**config.mk**
```make
export PLATFORM = sky130hd
export DESIGN_NAME = mem_stage_sram
export DESIGN_NICKNAME = d
export VERILOG_FILES = /design/src/rtl/mem_stage_pkg.sv /design/src/rtl/mem_stage_sram_ctrl.sv /design/src/rtl/mem_stage_sram.sv
export SDC_FILE = /design/constraint.sdc
export NUM_CORES = 1
export LEC_CHECK = 0
export ABC_CLOCK_PERIOD_IN_PS = 2300
export CAP_MARGIN = 20
export CORE_UTILIZATION = 30
export DETAILED_ROUTE_END_ITERATION = 10
export DONT_BUFFER_PORTS = 1
export HOLD_SLACK_MARGIN = 0.05
export PLACE_DENSITY_LB_ADDON = 0.08
export SYNTH_ARGS = -nofsm -noshare
export SYNTH_HDL_FRONTEND = slang
export SYNTH_SLANG_ARGS = --single-unit
```
**constraint.sdc**
```tcl
create_clock -name clk -period 2.3 [get_ports clk]
set_clock_uncertainty 0.1 [all_clocks]
set_input_delay 0.23 -clock clk [delete_from_list [all_inputs] [get_ports clk]]
set_output_delay 0.23 -clock clk [all_outputs]
set_load 0.1 [all_outputs]
```
**src/rtl/mem_stage_pkg.sv**
```systemverilog
// Shared types and defaults for the memory stage and its SRAM controller.
package mem_stage_pkg;
  localparam int          DATA_W          = 32;
  localparam int          HALF_W          = 16;
  localparam logic [31:0] DEF_BASE_ADDR   = 32'd1024;
  localparam int          DEF_SRAM_ADDR_W = 18;
  localparam int          DEF_WAIT_CYCLES = 2;

  typedef enum logic [1:0] {IDLE, LOW, HIGH, DONE} state_t;
endpackage

```
**src/rtl/mem_stage_sram_ctrl.sv**
```systemverilog
// Two-phase 16-bit SRAM sequencer for 32-bit accesses: 2*WAIT_CYCLES+2 cycles per access,
// holds freeze high until DONE so the request and its operands stay stable upstream.
module mem_stage_sram_ctrl
  import mem_stage_pkg::*;
#(
  parameter int SRAM_ADDR_W = DEF_SRAM_ADDR_W,
  parameter int WAIT_CYCLES = DEF_WAIT_CYCLES
) (
  input  logic                   clk,
  input  logic                   rst,
  input  logic                   req,
  input  logic                   write,
  input  logic [SRAM_ADDR_W-2:0] word,
  input  logic [DATA_W-1:0]      wdata,
  output logic [SRAM_ADDR_W-1:0] sram_addr,
  output logic [HALF_W-1:0]      sram_dq_out,
  output logic                   sram_dq_oe,
  input  logic [HALF_W-1:0]      sram_dq_in,
  output logic                   sram_we_n,
  output logic                   freeze,
  output logic                   done,
  output logic [DATA_W-1:0]      rdata
);
  localparam int CNT_W = (WAIT_CYCLES > 1) ? $clog2(WAIT_CYCLES) : 1;
  localparam logic [CNT_W-1:0] LAST = CNT_W'(WAIT_CYCLES - 1);

  state_t                 state;
  logic [CNT_W-1:0]       cnt;
  logic                   wr_q;
  logic [SRAM_ADDR_W-2:0] word_q;
  logic [HALF_W-1:0]      hi_q;

  // Strobe stays low on every cycle but the last of a phase, so the rising
  // edge lands while address and data are still driven.
  function automatic logic strobe(input logic [CNT_W-1:0] c);
    return (WAIT_CYCLES == 1) || (c != LAST);
  endfunction

  always_ff @(posedge clk or negedge rst) begin
    if (!rst) begin
      state       <= IDLE;
      cnt         <= '0;
      wr_q        <= 1'b0;
      word_q      <= '0;
      hi_q        <= '0;
      sram_addr   <= '0;
      sram_dq_out <= '0;
      sram_dq_oe  <= 1'b0;
      sram_we_n   <= 1'b1;
      rdata       <= '0;
    end else begin
      case (state)
        IDLE: if (req) begin
          state       <= LOW;
          cnt         <= '0;
          wr_q        <= write;
          word_q      <= word;
          hi_q        <= wdata[31:16];
          sram_addr   <= {word, 1'b0};
          sram_dq_out <= wdata[15:0];
          sram_dq_oe  <= write;
          sram_we_n   <= ~(write & strobe('0));
        end
        LOW: if (cnt == LAST) begin
          rdata[15:0] <= sram_dq_in;
          state       <= HIGH;
          cnt         <= '0;
          sram_addr   <= {word_q, 1'b1};
          sram_dq_out <= hi_q;
          sram_we_n   <= ~(wr_q & strobe('0));
        end else begin
          cnt       <= cnt + CNT_W'(1);
          sram_we_n <= ~(wr_q & strobe(cnt + CNT_W'(1)));
        end
        HIGH: if (cnt == LAST) begin
          rdata[31:16] <= sram_dq_in;
          state        <= DONE;
          cnt          <= '0;
          sram_dq_oe   <= 1'b0;
          sram_we_n    <= 1'b1;
        end else begin
          cnt       <= cnt + CNT_W'(1);
          sram_we_n <= ~(wr_q & strobe(cnt + CNT_W'(1)));
        end
        DONE:    state <= IDLE;
        default: state <= IDLE;
      endcase
    end
  end

  // Gated by reset so a held request cannot stall the pipeline while in reset.
  assign freeze = rst & req & (state != DONE);
  assign done   = (state == DONE);
endmodule

```
**src/rtl/mem_stage_sram.sv**
```systemverilog
// Memory stage + MEM/WB register over a 16-bit SRAM; 1 cycle for ALU ops, 2*WAIT_CYCLES+2 for memory ops.
// Stalls upstream via freeze; define MEM_STAGE_LAST_READ_CACHE_EN for a one-entry last-read cache.
module mem_stage_sram
  import mem_stage_pkg::*;
#(
  parameter logic [31:0] BASE_ADDR   = DEF_BASE_ADDR,
  parameter int          SRAM_ADDR_W = DEF_SRAM_ADDR_W,
  parameter int          WAIT_CYCLES = DEF_WAIT_CYCLES
) (
  input  logic                   clk,
  input  logic                   rst,
  input  logic                   wb_en_in,
  input  logic                   mem_read_in,
  input  logic                   mem_write_in,
  input  logic [3:0]             dest_in,
  input  logic [DATA_W-1:0]      alu_res_in,
  input  logic [DATA_W-1:0]      val_rm_in,
  output logic [SRAM_ADDR_W-1:0] sram_addr,
  output logic [HALF_W-1:0]      sram_dq_out,
  output logic                   sram_dq_oe,
  input  logic [HALF_W-1:0]      sram_dq_in,
  output logic                   sram_we_n,
  output logic                   freeze,
  output logic                   wb_en_out,
  output logic                   mem_read_out,
  output logic [3:0]             dest_out,
  output logic [DATA_W-1:0]      alu_res_out,
  output logic [DATA_W-1:0]      mem_data_out
);
  logic [DATA_W-1:0]      offset;
  logic [SRAM_ADDR_W-2:0] word;
  logic                   is_load;
  logic                   is_store;
  logic                   hit;
  logic                   req;
  logic                   access_done;
  logic [DATA_W-1:0]      rdata;
  logic [DATA_W-1:0]      load_data;
  logic                   unused_offset_bits;

  // Wraps modulo for addresses below the base; the byte offset within a word is dropped.
  assign offset             = alu_res_in - BASE_ADDR;
  assign word               = offset[SRAM_ADDR_W:2];
  assign unused_offset_bits = ^{offset[DATA_W-1:SRAM_ADDR_W+1], offset[1:0]};

  // Store wins when both control bits are set.
  assign is_store = mem_write_in;
  assign is_load  = mem_read_in & ~mem_write_in;
  assign req      = (mem_read_in | mem_write_in) & ~hit;

`ifdef MEM_STAGE_LAST_READ_CACHE_EN
  logic                   c_valid;
  logic [SRAM_ADDR_W-2:0] c_word;
  logic [DATA_W-1:0]      c_data;

  assign hit       = is_load & c_valid & (c_word == word);
  assign load_data = hit ? c_data : rdata;

  always_ff @(posedge clk or negedge rst) begin
    if (!rst) begin
      c_valid <= 1'b0;
      c_word  <= '0;
      c_data  <= '0;
    end else if (access_done) begin
      if (is_load) begin
        c_valid <= 1'b1;
        c_word  <= word;
        c_data  <= rdata;
      end else if (is_store && c_valid && (c_word == word)) begin
        c_data <= val_rm_in;
      end
    end
  end
`else
  logic unused_done;
  assign hit         = 1'b0;
  assign load_data   = rdata;
  assign unused_done = access_done;
`endif

  mem_stage_sram_ctrl #(
    .SRAM_ADDR_W (SRAM_ADDR_W),
    .WAIT_CYCLES (WAIT_CYCLES)
  ) u_ctrl (
    .clk         (clk),
    .rst         (rst),
    .req         (req),
    .write       (is_store),
    .word        (word),
    .wdata       (val_rm_in),
    .sram_addr   (sram_addr),
    .sram_dq_out (sram_dq_out),
    .sram_dq_oe  (sram_dq_oe),
    .sram_dq_in  (sram_dq_in),
    .sram_we_n   (sram_we_n),
    .freeze      (freeze),
    .done        (access_done),
    .rdata       (rdata)
  );

  // While frozen, a bubble goes to write-back; payload fields keep their last value.
  always_ff @(posedge clk or negedge rst) begin
    if (!rst) begin
      wb_en_out    <= 1'b0;
      mem_read_out <= 1'b0;
      dest_out     <= '0;
      alu_res_out  <= '0;
      mem_data_out <= '0;
    end else if (freeze) begin
      wb_en_out    <= 1'b0;
      mem_read_out <= 1'b0;
    end else begin
      wb_en_out    <= wb_en_in;
      mem_read_out <= is_load;
      dest_out     <= dest_in;
      alu_res_out  <= alu_res_in;
      if (is_load) mem_data_out <= load_data;
    end
  end
endmodule

```
==> metrics.md <==
| Metric | Value |
|---|---|
| Vias | 4351 |
| Metal3 WL | 1150 um |
| CTS resizes | 0 |
| Worst-path fanout max | 44 |
| Critical-path top delay cell | or3b_1 |
| Final Hold Slack | -0.596 ns |
| Fraction of registers with async set/reset | 100% |
| Share of the yosys chip area belonging to registers | 61.7% |
| Top sig layer | met4 |
| Ys flop type | dfrtp_1 |
| Setup Fix Bufs, Post-CTS | 0 |
| DP HPWL | 10500 um |
| XOR/XNOR Fraction of Synth Area | 0.864% |
| MaxCap Viol Count | 0 |
| Fillers | 2175 |
| Horiz. Die Dim | 156 um |
| Final setup viols | 0 |
| Clk sink count | 175 |
| Worst r2r src | u_ctrl.state[0] |
| Synthesized net count | 604 |
| CTS Buf Count | 17 |
| CTS Buffer Depth | 2 |
| WL/cell | 16.9 um |
| Worst-Skew Late Latency | 0.41 ns |
| CP bufs+invs | 2 |
| Failing checks | negative hold slack |
| Area Overhead vs Synth | 29.4% |
| Root buffer cell | clkbuf_16 |
| Synthesized cell area | 0.00710 mm2 |
| Fmax | 489 MHz |
| Antenna Violating Nets Remaining | 0 |
| Cell family with most CP delay | simple AND/OR/NAND/NOR gates |
| Startpoint types | flip-flop |
| Initial DRC count | 116 |
| H-tree levels | 4 |
| Die area | 0.0243 mm2 |
| Worst-path clk slew | 0.07 ns |
| Synthesis Warnings | 0 |
| Drt pass-1 iters | 4 |
| # rows | 55 |
| Gr usage total | 13.9% |
| Avg Inst Size Synth | 14.0 um2 |
| Die Y | 156 um |
| Final GP Congestion | 0.688 |
| Worst Setup Path Type | flip-flop to flip-flop |
| RSZ-0062 raised after global routing | no |
| Vias in the first global route | 4688 |
| Fin crit period | 2.04 ns |
| CP endpoint kind | flip-flop |
| Headroom to the max-slew limit | 33.7% |
| Simple-gate portion of the synthesized area | 4.55% |
| Multiplexer area fraction after synthesis | 23.7% |
| Synth Area in Compound Gates | 5.50% |
| Worst path required time | 2.49 ns |
| Number of synthesized flops with an enable pin | 0 |
| Cells after Synth | 508 |
| Reg2Reg Capture Point | u_ctrl.sram_addr[8] |
| First-pass GRT wire length | 25900 um |
| Outcome | finished with violations |
| Final Hold Viols | 175 |
| Worst r2r path cells | 6 |
| Global route overflow | 0 |
| Largest net degree at the start of global routing | 177 |
| Seq cells post-synth | 175 |
| Nets | 729 |
| Worst hold path class | input port to async pin |
| Worst EP arrival | 2.24 ns |
| Post-cts hold buffer count | 87 |
| CORE AREA | 0.0229 mm2 |
| Crit share post-route | 88.9% |
| Post-route DRC violation count | 0 |
| Total wire length | 16200 um |
| Met2 WL post-DR | 8080 um |
| Input/output buffers | 0 |
| Reg2reg setup slack | 0.26 ns |
| Antenna violations before repair | 0 |
| Initial Util | 31.0% |
| Synth unique cells | 36 |
| Clock tree from TritonCTS | yes |
| Wl on met1 | 6760 um |
| Post-synthesis adder-cell area fraction | 1.23% |
| Setup TNS | 0 ns |
| Worst path max stage delay | 0.50 ns |
| Slew @ Worst Pin | 0.991 ns |
| Via/cell ratio | 4.54 |
| # IOs | 196 |
| Crit path cell chain | inv_1 -> ha_1 -> or3b_1 -> o211ai_4 -> buf_12 -> o21ai_0 |
| Layout cells sized above 1 | 33.9% |
| Largest family of logic cells by synthesized area | multiplexers |
| Worst path depth | 6 |
| ANT cells | 0 |
| Max Slew Vio Count | 0 |
-- per-stage QoR --
stage | setup slack (ns) | cells | utilization [%] | hold WS, ns | area (um2)
finish | 0.255 | 959 | 40.1 | -0.596 | 9180
CTS | 0.226 | 959 | 40.1 | -0.626 | 9180
floorplan | 0.298 | 508 | - | -0.166 | 7100
global placement | 0.320 | 840 | 33.8 | -0.161 | 7740
detailed placement | 0.243 | 840 | 33.8 | -0.161 | 7740
global route | 0.114 | 959 | 40.1 | -0.633 | 9180
-- registers in the layout, indices dropped and copies added (netlist names) --
| register | flops |
|---|---|
| alu_res_out | 32 |
| dest_out | 4 |
| mem_data_out | 32 |
| mem_read_out | 1 |
| u_ctrl.cnt | 1 |
| u_ctrl.hi_q | 16 |
| u_ctrl.rdata | 32 |
| u_ctrl.sram_addr | 18 |
| u_ctrl.sram_dq_oe | 1 |
| u_ctrl.sram_dq_out | 16 |
| u_ctrl.sram_we_n | 1 |
| u_ctrl.state | 2 |
| u_ctrl.word_q | 17 |
| u_ctrl.wr_q | 1 |
| wb_en_out | 1 |
-- cells in the final DEF (no fill, tap or decap), types with 4 or more instances in the layout --
master and instances:
inv_8 4, nor2_1 7, dlygate4sd3_1 87, clkbuf_16 17, inv_1 5, dfrtp_1 174
mux2_2 126, o21ai_2 10, o21ai_0 36, inv_6 5, xnor2_1 5, a21oi_1 4
ha_1 6, buf_4 43, nand2_1 49, mux2i_1 26
-- cells in the mapped netlist, drive strengths merged, types with 4 or more instances --
| cell type | n | share of area [%] |
|---|---|---|
| mux2i | 26 | 3.7 |
| nor2 | 8 | 0.42 |
| ha | 7 | 1.2 |
| buf | 23 | 2.0 |
| a21oi | 4 | 0.28 |
| clkbuf | 4 | 0.23 |
| inv | 5 | 0.26 |
| o21ai | 47 | 3.8 |
| dfrtp | 174 | 61 |
| mux2 | 126 | 20 |
| nand2 | 49 | 2.6 |
| xnor2 | 5 | 0.62 |
-- area by class of cell --
cell class | instances | area (um2) | area share, %
Clock buffer | 18 | 429 | 4.67
Clock inverter | 14 | 145 | 1.58
Inverter | 5 | 18.8 | 0.204
Multi-Input combinational cell | 301 | 2560 | 27.9
Sequential cell | 175 | 4380 | 47.7
Tap cell | 313 | 392 | 4.27
Timing Repair Buffer | 133 | 1250 | 13.7
-- worst max-delay path by stage --
| stage | startpoint | endpoint | slack [ns] |
|---|---|---|---|
| 3_3_place_gp | u_ctrl.state[0] | u_ctrl.sram_addr[6] | 0.32 |
| 3_5_place_dp | u_ctrl.state[0] | u_ctrl.sram_addr[8] | 0.24 |
| 4_1_cts | u_ctrl.state[0] | u_ctrl.sram_addr[8] | 0.23 |
| 2_1_floorplan | u_ctrl.state[0] | alu_res_out[30] | 0.30 |
| 6_report | u_ctrl.state[0] | u_ctrl.sram_addr[8] | 0.26 |
| 5_1_grt | u_ctrl.state[1] | u_ctrl.sram_addr[11] | 0.11 |
-- logic make-up after synthesis --
logic type,Yosys count
buffers and inverters,32
xor gates and xnor gates,7
adders and majority gates,7
AOI/OAI and AO/OA,61
and+or+nand+nor,74
muxes,152
DFF,175
-- layer usage --
layer	vias to the layer above	GRT usage (%)
li1	2037	-
met1	2192	16.2
met2	111	23.8
met3	11	5.11
met4	0	4.01
met5	-	0
Power is not shown: default switching activity piles up to over one toggle a cycle in this logic, so the estimate is an artifact.
